<file path="config.mk">
export PLATFORM = sky130hd
export DESIGN_NAME = audio_tone_gen
export DESIGN_NICKNAME = d
export VERILOG_FILES = /design/src/rtl/audio_gen_pkg.sv /design/src/rtl/tone_wave_lut.sv /design/src/rtl/audio_tone_gen.sv
export SDC_FILE = /design/constraint.sdc
export NUM_CORES = 1
export LEC_CHECK = 0
export BUFFER_PORTS_ARGS = -buffer_cell sky130_fd_sc_hd__buf_2
export CAP_MARGIN = 20
export CORE_MARGIN = 1
export CORE_UTILIZATION = 45
export CTS_CLUSTER_DIAMETER = 150
export DETAILED_ROUTE_END_ITERATION = 6
export GPL_TIMING_DRIVEN = 0
export PLACE_DENSITY_LB_ADDON = 0.2
export RECOVER_POWER = 100
export SLEW_MARGIN = 20
export SYNTH_ARGS = -nofsm -noshare
export SYNTH_HDL_FRONTEND = slang
export SYNTH_HIERARCHICAL = 1
export SYNTH_SLANG_ARGS = --single-unit
</file>
<file path="constraint.sdc">
create_clock -name clk -period 4.05 [get_ports clk]
set_clock_uncertainty 0.1 [all_clocks]
set_input_delay 0.81 -clock clk [delete_from_list [all_inputs] [get_ports clk]]
set_output_delay 0.81 -clock clk [all_outputs]
set_load 0.05 [all_outputs]
</file>
<file path="src/rtl/audio_gen_pkg.sv">
// Shared definitions for the procedural audio tone source: sample-rate and
// datapath widths, the note descriptor, the player state encoding and a helper
// that converts a frequency in Hz into a phase increment.
package audio_gen_pkg;

  localparam int unsigned FS      = 12500;
  localparam int          SAMP_W  = 16;
  localparam int          PHASE_W = 24;
  localparam int          DUR_W   = 16;

  localparam logic signed [SAMP_W-1:0] AMP_DEFAULT = 16'sh2000;

  typedef struct packed {
    logic [PHASE_W-1:0] inc;
    logic [DUR_W-1:0]   dur;
  } note_t;

  typedef enum logic [1:0] {
    IDLE = 2'd0,
    PLAY = 2'd1,
    HOLD = 2'd2
  } tone_state_e;

  // round(freq_hz * 2^PHASE_W / FS), computed in 64-bit integer arithmetic.
  function automatic logic [PHASE_W-1:0] note_inc(input int unsigned freq_hz);
    longint unsigned num;
    num = longint'(freq_hz) << PHASE_W;
    return PHASE_W'((num + longint'(FS / 2)) / longint'(FS));
  endfunction

endpackage

</file>
<file path="src/rtl/tone_wave_lut.sv">
// Combinational phase -> PCM sample mapping.
// Default build: square wave of +/-AMP, 0 for a rest.
// With AUDIO_TONE_TRIANGLE_EN defined: non-rest notes produce a triangle wave.
module tone_wave_lut
  import audio_gen_pkg::*;
#(
  parameter logic signed [SAMP_W-1:0] AMP = AMP_DEFAULT
) (
  input  logic [PHASE_W-1:0]        phase,
  input  logic                      rest,
  output logic signed [SAMP_W-1:0]  sample
);

`ifdef AUDIO_TONE_TRIANGLE_EN
  logic [SAMP_W-2:0]        p;
  logic [SAMP_W-2:0]        t;
  logic signed [SAMP_W-1:0] centered;
  logic signed [SAMP_W-1:0] doubled;
  logic                     unused_low_phase;

  // Fold the phase into a rising/falling ramp, centre it on zero, scale it.
  // NOTE: every variable assigned in always_comb gets a default first, so no
  // path can leave it unassigned and infer a latch.
  always_comb begin
    p        = phase[PHASE_W-2 -: SAMP_W-1];
    t        = phase[PHASE_W-1] ? ~p : p;
    centered = $signed({1'b0, t}) - $signed(SAMP_W'(1 << (SAMP_W-2)));
    doubled  = centered <<< 1;
    sample   = '0;
    if (!rest) begin
      sample = doubled >>> 2;
    end
  end

  assign unused_low_phase = ^phase[PHASE_W-SAMP_W-1:0];
`else
  logic unused_low_phase;

  // Square wave: phase MSB selects the polarity, rests are silent.
  // NOTE: every variable assigned in always_comb gets a default first, so no
  // path can leave it unassigned and infer a latch.
  always_comb begin
    sample = '0;
    if (!rest) begin
      sample = phase[PHASE_W-1] ? -AMP : AMP;
    end
  end

  assign unused_low_phase = ^phase[PHASE_W-2:0];
`endif

endmodule

</file>
<file path="src/rtl/audio_tone_gen.sv">
// Note-driven PCM tone source. Accepts (phase increment, duration) notes and
// emits one signed sample per samp_tick through a valid/ready handshake.
// Optional triangle waveform: define AUDIO_TONE_TRIANGLE_EN.
module audio_tone_gen
  import audio_gen_pkg::*;
#(
  parameter logic signed [SAMP_W-1:0] AMP = AMP_DEFAULT
) (
  input  logic                      clk,
  input  logic                      rst,
  input  logic                      samp_tick,
  input  logic                      note_valid,
  output logic                      note_ready,
  input  logic [PHASE_W-1:0]        note_inc,
  input  logic [DUR_W-1:0]          note_dur,
  output logic                      samp_valid,
  input  logic                      samp_ready,
  output logic signed [SAMP_W-1:0]  samp_data,
  output logic                      busy,
  output logic                      overrun,
  output logic [31:0]               samp_count
);

  tone_state_e              state;
  logic [PHASE_W-1:0]       phase;
  logic [PHASE_W-1:0]       inc_q;
  logic [DUR_W-1:0]         dur_cnt;
  logic signed [SAMP_W-1:0] wave;

  tone_wave_lut #(
    .AMP (AMP)
  ) u_lut (
    .phase  (phase),
    .rest   (inc_q == '0),
    .sample (wave)
  );

  assign note_ready = (state == IDLE);
  assign busy       = (state != IDLE);

  // Note player: accept a note, generate one sample per tick, hold it until
  // downstream takes it, and track overruns and the handshaked sample count.
  // NOTE: sequential state uses non-blocking assignments only, so every flop
  // samples the pre-edge values regardless of statement order.
  always_ff @(posedge clk or posedge rst) begin
    if (rst) begin
      state      <= IDLE;
      phase      <= '0;
      inc_q      <= '0;
      dur_cnt    <= '0;
      samp_valid <= 1'b0;
      samp_data  <= '0;
      overrun    <= 1'b0;
      samp_count <= '0;
    end else begin
      case (state)
        IDLE: begin
          // Zero-length notes are accepted and dropped without leaving IDLE.
          if (note_valid && note_dur != '0) begin
            inc_q   <= note_inc;
            dur_cnt <= note_dur;
            phase   <= '0;
            state   <= PLAY;
          end
        end
        PLAY: begin
          if (samp_tick) begin
            samp_data  <= wave;
            phase      <= phase + inc_q;
            samp_valid <= 1'b1;
            dur_cnt    <= dur_cnt - DUR_W'(1);
            state      <= HOLD;
          end
        end
        HOLD: begin
          // A tick while a sample is pending is lost, not deferred.
          if (samp_tick) begin
            overrun <= 1'b1;
          end
          if (samp_ready) begin
            samp_valid <= 1'b0;
            samp_count <= samp_count + 32'd1;
            state      <= (dur_cnt == '0) ? IDLE : PLAY;
          end
        end
        default: begin
          state      <= IDLE;
          samp_valid <= 1'b0;
        end
      endcase
    end
  end

endmodule
</file>
==> Yosys cells after proc, flatten, opt, wreduce, memory -nomap -nowiden <==
Cells that the tools add are included.
{ "totals": {"ff_bits": 116, "latch_bits": 0, "ram_bits": 0, "rom_bits": 0, "inputBits": 45, "output_inout_bits": 52, "elab_cells": 47, "mem_count": 0} }
{ "classes": {"n_addsub": 3, "mul": 0, "n_div": 0, "n_lt_le_gt_ge": 0, "n_eq_ne": 5, "shifts": 0, "muxes": 16, "n_bitwise": 1, "reduce_logical": 14} }
{ "op_table": {"columns": ["operator", "n"], "rows": [
  ["16-bit two-way mux", 4],
  ["24-bit two-way mux", 2],
  ["24-bit one-hot mux with 2 select lines", 1],
  ["32-bit by 1-bit adder with 32-bit output, second input constant", 1],
  ["16-bit one-hot mux with 2 select lines", 1],
  ["24-bit adder", 1],
  ["24-bit zero test", 1],
  ["16-bit zero test", 1],
  ["16-bit nonzero test", 1],
  ["16-bit by 1-bit subtractor with 16-bit output, second input constant", 1],
  ["3-bit AND reduction", 3],
  ["2-bit AND reduction", 4],
  ["2-bit two-way mux", 3],
  ["2-bit one-hot mux with 3 select lines", 1],
  ["2-bit inequality test, second input constant", 2],
  ["2-bit nonzero test", 2],
  ["1-bit two-way mux", 3],
  ["1-bit one-hot mux with 3 select lines", 1],
  ["2-bit by 1-bit equality test with 1-bit output, second input constant", 1],
  ["2-bit equality test, second input constant", 1],
  ["2-bit zero test", 1],
  ["2-bit by 1-bit inequality test with 1-bit output, second input constant", 1],
  ["1-bit logical AND", 1],
  ["1-bit NOT", 1]
]} }

==> Logic depth before layout (Yosys ltp) <==
Gate-level depths: netlist of the first run.
{ "logic_depth": {"ltp_word": 4, "ltp_mapped": 9, "ltp_nobuf": 9} }

==> By module <==
The synthesis of the first run kept the hierarchy.
{ "by_module_without_submodules": {"columns": ["mod", "n_inst", "cells_per_inst", "area_each_um2", "seq_area_each_um2"], "rows": [
  ["audio_tone_gen", 1, 643, 6212.2, 2902.8],
  ["tone_wave_lut", 1, 17, 118.9, 0.0]
]} }

==> Least setup slack after synthesis of the first run <==
OpenSTA, ideal clock, no wires.
{ "synth_timing": {"path_type": "register -> register", "start": "register state[0]", "end": "register inc_q[10]", "setup_ns": 0.127, "arrival_ns": 2.331, "required_ns": 3.823, "slack_ns": 1.491, "stages_incl_launch_ff": 6, "n_path_buf": 2, "synth_period_minus_slack_ns": 2.559, "path_cell_list": "dfrtp_1 nor2_1 and3_1 buf_2 buf_1 mux2_1"} }
{ "synth_between": {"elab_chain_cells": 2} }
{ "synth_lines": {"columns": ["item", "line", "rtl"], "rows": [
  ["from (decl)", "audio_tone_gen.sv:24", "tone_state_e state;"],
  ["from (signal assigned)", "audio_tone_gen.sv:83", "state <= (dur_cnt == '0) ? IDLE : PLAY;"],
  ["2-bit zero test", null, null],
  ["named net note_ready", "audio_tone_gen.sv:13", "output logic note_ready,"],
  ["2-bit AND reduction (no source line)", null, null],
  ["to (signal assigned)", "audio_tone_gen.sv:60", "inc_q <= note_inc;"],
  ["to (decl)", "audio_tone_gen.sv:26", "logic [PHASE_W-1:0] inc_q;"]
]} }
The timed path passes the listed nets, and every way through them passes these cells.
A chain may end at the register's enable or synchronous reset.

==> Worst setup path after layout of the first run <==
{ "layout_timing": {"start": "input note_dur[11]", "end": "register dur_cnt[14]"} }
{ "layout_between": {"elab_chain_cells": 4} }
{ "layout_lines": {"columns": ["item", "line", "rtl"], "rows": [
  ["from (decl)", "audio_tone_gen.sv:15", "input logic [DUR_W-1:0] note_dur,"],
  ["16-bit nonzero test", "audio_tone_gen.sv:59", "if (note_valid && note_dur != '0) begin"],
  ["1-bit logical AND", "audio_tone_gen.sv:59", null],
  ["2-bit by 1-bit inequality test with 1-bit output (no source line)", null, null],
  ["3-bit AND reduction (no source line)", null, null],
  ["to (signal assigned)", "audio_tone_gen.sv:61", "dur_cnt <= note_dur;"],
  ["to (signal assigned)", "audio_tone_gen.sv:71", "dur_cnt <= dur_cnt - DUR_W'(1);"],
  ["to (decl)", "audio_tone_gen.sv:27", "logic [DUR_W-1:0] dur_cnt;"]
]} }
Every way passes these cells.

==> results.yml, run 1 <==
cts:
  cts_hold_buf: 0
  insertion_delay_ns: 0.42
  cts_made_buffers: 17
  cts_root_buf: "clkbuf_16"
  cts_setup_buffers: 0
  clock-sinks: 116
  cts-resized-gates: 0
  cts_tree: "built"
  h-tree-depth: 4
  clk_pin_slew_ns: 0.05
  cts.path.max_buffers: 2
setup_path:
  worst-path-buf-inv: 3
  path_cells: "buf_2, nor4_1, nand4_1, and3_1, clkbuf_1, nor2_1, clkbuf_1, o21ai_0"
  startpoint_type: "primary input"
  arrival_ns: 3.43
  crit_top_cell: "clkbuf_1"
  path_max_fanout: 10
  required_ns: 4.22
  critPathMaxStageDelay_ns: 0.62
  worstSetupPathDepth: 8
  reg2reg_depth: 9
  path_class: "primary input to flop"
  critPathTopFamily: "simple AND/OR/NAND/NOR gates"
  critPathSlowestCell: "nor2_1"
  critical_path.endpoint_type: "flop"
sta:
  worstMarginPinSlew_ns: 2.44
  min_period_ns: 3.26
  maxSlewViolCount: 53
  fmax_ghz: 0.307
  slew_headroom_pct: -63.3
  final.period_utilization_pct: 80.5
  fin_hold_ws_ns: 0.371
  rsz0062_at_grt: "no"
  finalSetupViolations: 0
  hold_violations: 0
yosys:
  synthAdderAreaFrac_pct: 5.45
  synth_area_leaders: "dfrtp_1, nand2_1, ha_1, mux2_1, xnor2_1"
  synth-edff-count: 0
  synthFlopType: "dfrtp_1"
  yosysUniqueCellTypes: 59
  synth_top_area_share_pct: 45.8
  synth_mux_area_share_pct: 4.92
  synth_xor_area_share_pct: 7.06
  yosys.area.top_type: "dfrtp_1"
  ys_top_cells_by_count: "dfrtp_1, nand2_1, a21oi_1"
  synth.most_common_cell: "dfrtp_1"
  yosysWarnings: 6
  avgSynthCellArea_um2: 9.59
  synthArstFlopShare_pct: 100
  synth_seq_area_share_pct: 45.8
  synth-seq-cells: 116
  syn_area_um2: 6330
  yosys.area_share.simple_pct: 18.9
  synth_top_family_by_area: "simple AND/OR/NAND/NOR gates"
  synth_compound_area_share_pct: 13.4
  synthCells: 660
power:
  p_seq_share_pct: 31.0
  total_power_mw: 6.19
  power.internal_mw: 3.53
  leakagePower_nw: 3.43
  p_comb_share_pct: 44.9
  switching_power_mw: 2.66
  switching_share_pct: 43.0
  pwr-share-clk_pct: 24.1
  power_density_nw_per_um2: 813
  vdd_drop_max_uv: 543
place:
  dp_hpwl_mm: 11.0
  post_dp_cell_area_um2: 7110
  io_buffer_count: 96
  gp_congestion: 0.932
  dpl.cell_count: 945
run_status:
  violations: "max-capacitance violations, max-slew violations"
  status: "complete, but fails checks"
global_routing:
  overflow: 0
  antenna_found_initial: 0
  grt_pass1_vias: 5099
  grt_max_degree: 65
  grt_pass1_wl_mm: 24.6
  track_usage_pct: 21.7
floorplanning:
  die_h_um: 121
  io_pins: 97
  fp.dieW_um: 121
  rows: 42
  coreArea_um2: 13500
  start_util_pct: 46.9
  dieArea_um2: 14500
finish:
  fin_nets: 860
  nFillCells: 1263
  area_growth_pct: 20.2
  final_area_um2: 7610
  drive_gt1_share_pct: 12.1
  antenna_cells: 0
  stdcell_count: 976
  finalCoreUtilization_pct: 56.3
drt:
  m1WireLength_mm: 6.84
  drt_wl_total_mm: 15.1
  drtAntennaViolNets: 0
  top_layer_used: "met4"
  routed-wl-met3_um: 684
  vias_per_cell: 5.48
  route.met2.wl_mm: 7.32
  dr.pass1.iters: 4
  first_iter_violations: 432
  avgRoutedWirePerCell_um: 15.5
  drc: 0
  num_vias: 5348
job:
  drv_cap: 1
worst_hold_path:
  whs_path_depth: 2
  hp-class: "flop to flop"
-- cell type report --
cell class	count	area (um2)	share of cell area, %
inverters	11	42.5	0.559
multi-input cells	504	3190	41.9
repair buffers	97	439	5.77
clock inverters	8	98.8	1.30
flip-flops and latches	116	2900	38.1
plain buffers	41	218	2.86
clock buffers	23	498	6.54
well taps	176	220	2.89
-- stage by stage --
| step | setup TNS, ns | setup WS (ns) |
|---|---|---|
| finish | 0 | 0.790 |
| CTS | 0 | 1.27 |
| detailed placement | 0 | 0.857 |
| global route | 0 | 0.606 |
| floorplan | 0 | 0.0676 |
| global placement | -145.46 | -1.26 |
-- worst register-to-register path: cells and delay by family (launching register included) --
kind                       cells  cell delay, ns
AOI/OAI and AO/OA              5            1.03
DFF                            1            0.38
adders and majority gates      2            0.67
xor gates and xnor gates       1            0.16
and+or+nand+nor                1            0.24
-- routing by layer --
metal	track usage, %	vias to the layer above
met5	0	-
met4	8.95	0
met3	4.95	22
met2	35.9	149
met1	27.3	2600
li1	-	2577
-- final timing paths --
kind | slack (ns) | end | startpoint
max reg2reg | 1.34 | phase[16] | phase[0]
min reg2reg | 0.37 | samp_data[15] | samp_data[15]
max in group asynchronous | 1.78 | inc_q[20] | rst
max | 0.79 | dur_cnt[14] | note_dur[11]
min | 0.37 | samp_data[15] | samp_data[15]
min in group asynchronous | 0.96 | samp_data[2] | rst
-- flip-flops by register name, summed over array words and instances (netlist names) --
name,cells
samp_count,32
inc_q,24
phase,24
dur_cnt,16
samp_data,16
state,2
overrun,1
samp_valid,1
-- cell usage in the layout, fill, tap and decap left out, types with 4 or more instances in the layout --
master     count
dfrtp_1      116
nand2_1      111
clkbuf_1      81
a21oi_1       46
buf_2         41
nor2_1        35
xnor2_1       31
ha_1          26
o21ai_0       25
mux2_1        25
xor2_1        20
nand3_1       18
o21ai_1       17
clkbuf_16     17
nand4_1       15
o22ai_1       15
buf_4         15
conb_1        13
nor4_1        12
nor3_1        11
inv_1         10
and3_1         8
a21o_1         6
nor2b_1        6
clkbuf_8       5
and4_1         4
o21a_1         4
o32ai_1        4
-- cells by family (layout without fill, tap and decap cells) --
group / count (synthesis) / count (layout)
AO/OA/AOI/OAI: 141 / 141
XOR/XNOR: 51 / 51
adder cells (fa/ha/maj): 27 / 27
buffers and inverters: 52 / 180
flip-flops: 116 / 116
multiplexers: 28 / 28
other: 1 / 13
AND/OR/NAND/NOR: 244 / 244
-- power groups by stage --
stage | registers (mW) | clock network [mW] | logic, mW
detailed placement | 1.93 | 0 | 2.83
global placement | 1.91 | 0 | 2.77
floorplan | 2.17 | 0 | 1.90
finish | 1.92 | 1.49 | 2.77
global route | 1.98 | 1.57 | 3.06
CTS | 1.91 | 1.52 | 2.85
(Power assumes the default switching activity.)
==> run 2, diff against run 1 <==
ABC_AREA = 1   (was unset)
clock period = 2.65 ns   (was 4.05 ns; I/O delays follow)
==> run 2 against run 1 <==
The flow now finishes without violations; sequential share of layout area decreased by 4.5 points; non-clock buffer count decreased by 2; worst setup slack lost 0.48 ns; synthesized cell count is 60% higher; final cell count grew 45%; critical path type is now flop to flop; largest power group unchanged.
==> results.yml, run 2 <==
sta:
  rsz0062_at_grt: "no"
  worstMarginPinSlew_ns: 0.797
  finalSetupTns_ns: 0
  maxSlewViolCount: 0
  finalSetupViolations: 0
  min_period_ns: 2.34
  final.period_utilization_pct: 88.4
  fmax_ghz: 0.427
  hold_violations: 0
  slew_headroom_pct: 46.9
place:
  dp_hpwl_mm: 14.1
  io_buffer_count: 96
  dpl.cell_count: 1384
  gp_congestion: 0.945
  post_dp_cell_area_um2: 8240
cts:
  cts.path.max_buffers: 2
  clk_pin_slew_ns: 0.06
  h-tree-depth: 4
  clock-sinks: 116
  cts_made_buffers: 17
  insertion_delay_ns: 0.43
  cts_root_buf: "clkbuf_16"
  cts_tree: "built"
yosys:
  synthCells: 1056
  avgSynthCellArea_um2: 6.96
  synthFlopType: "dfrtp_1"
  synth_seq_area_share_pct: 39.5
  synth_area_leaders: "dfrtp_1, nand2_1, inv_1, nor2_1, ha_1"
  synth-seq-cells: 116
  synth_top_area_share_pct: 39.5
  yosysWarnings: 6
  ys_top_cells_by_count: "nand2_1, inv_1, dfrtp_1"
  synthArstFlopShare_pct: 100
  syn_area_um2: 7350
  synth.most_common_cell: "nand2_1"
  yosysUniqueCellTypes: 38
  synth-edff-count: 0
  yosys.area.top_type: "dfrtp_1"
setup_path:
  regToRegEndpoint: "dur_cnt[0]"
  reg2reg_depth: 7
  critical_path.endpoint_type: "flop"
  worst-path-buf-inv: 3
  r2r_slack_ns: 0.31
  critPathTopFamily: "simple AND/OR/NAND/NOR gates"
  startpoint_type: "flop"
  crit_top_cell: "nor2_1"
  r2r-start: "state[1]"
  arrival_ns: 2.52
  required_ns: 2.83
  path_class: "flop to flop"
  critPathSlowestCell: "dfrtp_1"
  critPathMaxStageDelay_ns: 0.45
  path_max_fanout: 10
  path_cells: "nor2_1, clkinv_1, nor2_1, inv_4, nand2_1, clkbuf_1, o21ai_0"
floorplanning:
  rows: 46
  start_util_pct: 46.1
  io_pins: 97
  fp.dieW_um: 130
  die_h_um: 130
  dieArea_um2: 16900
  coreArea_um2: 15900
drt:
  dr.pass1.iters: 5
  vias_per_cell: 4.78
  avgRoutedWirePerCell_um: 13.3
  drt_wl_total_mm: 18.8
  num_vias: 6768
  first_iter_violations: 534
  drc: 0
  drtAntennaViolNets: 0
power:
  vdd_drop_max_uv: 603
  total_power_mw: 10.2
  power_density_nw_per_um2: 1180
  leakagePower_nw: 4.60
global_routing:
  antenna_found_initial: 0
  grt_pass1_vias: 6345
  grt_pass1_wl_mm: 31.0
  overflow: 0
  grt_max_degree: 33
  track_usage_pct: 23.9
finish:
  area_growth_pct: 17.5
  layout_commonest_cell: "nand2_1"
  fin_nets: 1260
  antenna_cells: 0
  drive_gt1_share_pct: 8.99
  largest_register_ffs: 32
  largestRegisters: "samp_count: 32 flops, inc_q: 24 flops, phase: 24 flops"
  stdcell_count: 1417
  final_area_um2: 8640
  nFillCells: 1654
  layout_common_cells: "nand2_1, inv_1, dfrtp_1, nor2_1, clkbuf_1"
  regMostFlops: "samp_count"
worst_hold_path:
  min_to: "inc_q[20]"
  min_from: "note_inc[20]"
  hp-class: "primary input to flop"
  whs_path_depth: 3
job:
  drv_cap: 0
run_status:
  status: "finished, final reports clean"
-- run 2: cell count changes after synthesis, sizes merged, moves of 15 or more --
| cell | change |
|---|---|
| inv | +138 |
| o21ai | +16 |
| o22ai | -15 |
| mux2 | -25 |
| a21oi | -18 |
| nand3 | +34 |
| nand2 | +281 |
| clkbuf | -15 |
| nor2 | +68 |
-- run 2: kinds of logic (layout without fill, tap and decap cells) --
family,count (synthesis),count (layout),share of synthesized area (%)
compound gates,93,93,6.57
other cells,1,13,0.0510
fa+ha+maj,27,27,4.70
flops,116,116,39.5
simple gates,597,597,34.0
buf+inv,184,317,10.6
xor+xnor,38,38,4.53
-- run 2: layout make-up --
cell class | instances | area (um2) | share of cell area [%]
Multi-Input combinational cell | 768 | 3630 | 42.0
Timing Repair Buffer | 101 | 483 | 5.59
Inverter | 149 | 563 | 6.52
Clock inverter | 12 | 131 | 1.52
Buffer | 35 | 214 | 2.48
Sequential cell | 116 | 2900 | 33.6
Clock buffer | 20 | 447 | 5.17
Tap cell | 216 | 270 | 3.13
-- run 2: timing repair --
action	CTS	global route
hold endpoints to repair	11	0
setup buffers	0	0
gates resized for setup	0	0
hold buffers	1	0
-- run 2: worst max path at each step --
stage	from	to	slack (ns)	depth (start not counted)
after floorplan	rst	dur_cnt[0]	0.61	1
after global placement	rst	phase[4]	-0.24	2
after detailed placement	inc_q[16]	samp_data[15]	0.42	7
after CTS	inc_q[16]	samp_data[15]	0.38	7
after global routing	state[1]	phase[2]	0.11	9
final	state[1]	dur_cnt[0]	0.31	7
-- run 2: report_power, final --
part	switching (mW)	total, mW	internal [mW]
Clock	0.869	2.28	1.41
Combinational	3.52	5.04	1.52
Sequential	0.458	2.84	2.39
-- run 2: routing by layer --
layer / up-vias / part of all wire (%) / track usage (%)
li1: 3525 / - / -
met1: 3086 / 50 / 33.1
met4: 0 / 1.4 / 6.91
met3: 24 / 4.7 / 5.95
met2: 133 / 44 / 37.2
met5: - / 0 / 0
-- run 2: worst reg2reg max path, stage by stage, from the launching register on --
cell,delay [ns]
dfrtp_1,0.45
nor2_1,0.16
clkinv_1,0.09
nor2_1,0.36
inv_4,0.14
nand2_1,0.31
clkbuf_1,0.43
o21ai_0,0.16
-- run 2: through the flow --
| step | hold WS (ns) | worst slack, ns | utilization (%) |
|---|---|---|---|
| final | 0.240 | 0.309 | 54.2 |
| after global placement | 0.350 | -0.236 | 51.1 |
| after detailed placement | 0.348 | 0.417 | 51.7 |
| after floorplan | 0.348 | 0.607 | - |
| after CTS | 0.224 | 0.376 | 55.4 |
| after global routing | 0.243 | 0.109 | 54.2 |
==> run 3, diff against run 2 <==
CORE_ASPECT_RATIO = 1.5   (was unset)
==> run 3 against run 2 <==
Non-clock buffer count shrank 1; core utilization is 0.68 points higher; critical path depth rose by 2; first-iteration DRC count down 48%; final cell count shrank 0.99%; final area increased by 0.58%; fmax grew 0.63%; count of clock-buffer cells in the layout is 3 lower; power increased by 1.2%; critical path type unchanged; largest power group unchanged.
==> results.yml, run 3 (synthesized netlist as in run 2, its figures left out) <==
run_status:
  status: "finished, final reports clean"
sta:
  maxSlewViolCount: 0
  final.period_utilization_pct: 87.8
  min_period_ns: 2.33
  fin_ws_ns: 0.323
  rsz0062_at_grt: "no"
  finalSetupTns_ns: 0
  hold_violations: 0
  finalSetupViolations: 0
  fmax_ghz: 0.430
  fin_hold_ws_ns: 0.126
  worstMarginPinSlew_ns: 1.32
  slew_headroom_pct: 11.7
drt:
  drc: 0
  avgRoutedWirePerCell_um: 13.6
  drt_wl_total_mm: 19.1
  drtAntennaViolNets: 0
  num_vias: 6786
  first_iter_violations: 279
  dr.pass1.iters: 5
  vias_per_cell: 4.84
global_routing:
  grt_pass1_vias: 6621
  grt_max_degree: 35
  track_usage_pct: 24.4
  grt_pass1_wl_mm: 31.7
  overflow: 0
  antenna_found_initial: 0
setup_path:
  critPathSlowestCell: "clkinvlp_2"
  r2r_slack_ns: 0.32
  arrival_ns: 2.54
  startpoint: "state[1]"
  regToRegEndpoint: "dur_cnt[11]"
  r2r-start: "state[1]"
  path_class: "flop to flop"
  critical_path.endpoint_type: "flop"
  path_cells: "nor2_1, inv_2, nor2_4, clkinvlp_2, nand2_4, inv_2, buf_6, o21ai_0, nand2_1"
  startpoint_type: "flop"
  critPathMaxStageDelay_ns: 0.46
  required_ns: 2.86
  timing.critical_path.to: "dur_cnt[11]"
  reg2reg_depth: 9
  crit_top_cell: "inv_2"
  path_max_fanout: 10
cts:
  cts_made_buffers: 17
  h-tree-depth: 4
  cts_tree: "built"
  clk_pin_slew_ns: 0.06
  cts-resized-gates: 0
  cts_root_buf: "clkbuf_16"
  cts_hold_buf: 0
  insertion_delay_ns: 0.43
  cts_setup_buffers: 0
  clock-sinks: 116
  cts.path.max_buffers: 2
floorplanning:
  start_util_pct: 46.4
  fp.dieW_um: 106
  io_pins: 97
  die_h_um: 159
  coreArea_um2: 15800
  dieArea_um2: 16900
  rows: 56
place:
  dpl.cell_count: 1371
  post-place-ws_ns: 0.325
  io_buffer_count: 96
  dp_hpwl_mm: 15.0
  gp_congestion: 0.904
  post_dp_cell_area_um2: 8230
finish:
  area_growth_pct: 18.2
  fin_nets: 1259
  multi_input_area_um2: 3660
  antenna_cells: 0
  drive_gt1_share_pct: 9.67
  layout_commonest_cell: "nand2_1"
  finalCoreUtilization_pct: 54.9
  seq_area_um2: 2900
  nFillCells: 1667
  stdcell_count: 1403
  regMostFlops: "samp_count"
  layout_common_cells: "nand2_1, inv_1, dfrtp_1, nor2_1, clkbuf_1"
  final_area_um2: 8690
  largest_register_ffs: 32
  largestRegisters: "samp_count: 32 flops, inc_q: 24 flops, phase: 24 flops"
power:
  pwr-share-clk_pct: 23.7
  p_comb_share_pct: 48.8
  power.internal_mw: 5.41
  leakagePower_nw: 4.66
  vdd_drop_max_uv: 578
  power_density_nw_per_um2: 1180
  switching_power_mw: 4.88
  total_power_mw: 10.3
  p_seq_share_pct: 27.6
  switching_share_pct: 47.4
worst_hold_path:
  hp-class: "primary input to async pin"
job:
  drv_cap: 0
run 3: cell types whose count changed in the layout (fill, tap and decap cells not counted), sizes merged:
cell and change:
clkbuf -6, clkinvlp -1, bufinv +1, dlygate4sd3 -1
dlymetal6s2s +1, inv +5, clkinv -2, buf +2
run 3: worst min-delay path by stage:
stage,slack [ns],endpoint,cells past startpoint,start
finish,0.13,samp_data[10],2,rst
global route,0.19,samp_data[10],2,rst
CTS,0.04,samp_data[10],2,rst
detailed placement,0.35,samp_data[10],2,samp_data[10]
global placement,0.35,samp_data[10],2,samp_data[10]
floorplan,0.35,phase[0],2,phase[0]
run 3: metal layers:
metal	global-route usage, %	share of wire (%)	up-vias	routed length, um
li1	-	-	3528	-
met4	10.9	3.2	0	611
met2	45.5	53	126	10100
met3	4.83	3.4	44	656
met5	0	0	-	0
met1	26.4	40	3088	7700
run 3: power by group through the flow:
stage / Clock [mW] / Combinational [mW] / Sequential (mW)
2_1_floorplan: 0 / 3.37 / 3.30
3_3_place_gp: 0 / 5.01 / 2.85
3_5_place_dp: 0 / 5.10 / 2.85
4_1_cts: 2.47 / 5.12 / 2.83
5_1_grt: 2.55 / 5.69 / 2.91
6_report: 2.44 / 5.02 / 2.83
run 3: cell type report:
class | count | area share (%)
buffer | 35 | 2.40
clock buffer | 17 | 4.90
clock inverter | 15 | 2.25
inverter | 149 | 6.47
multi-input combinational | 768 | 42.1
sequential | 116 | 33.4
tap | 203 | 2.92
timing repair buffer | 100 | 5.53
run 3: worst max-delay path: cells and delay by family, from the launching register on:
kind | cells | cell delay (ns)
flip-flops | 1 | 0.45
buffers and inverters | 4 | 0.73
AND/OR/NAND/NOR | 4 | 0.72
AO/OA/AOI/OAI | 1 | 0.21
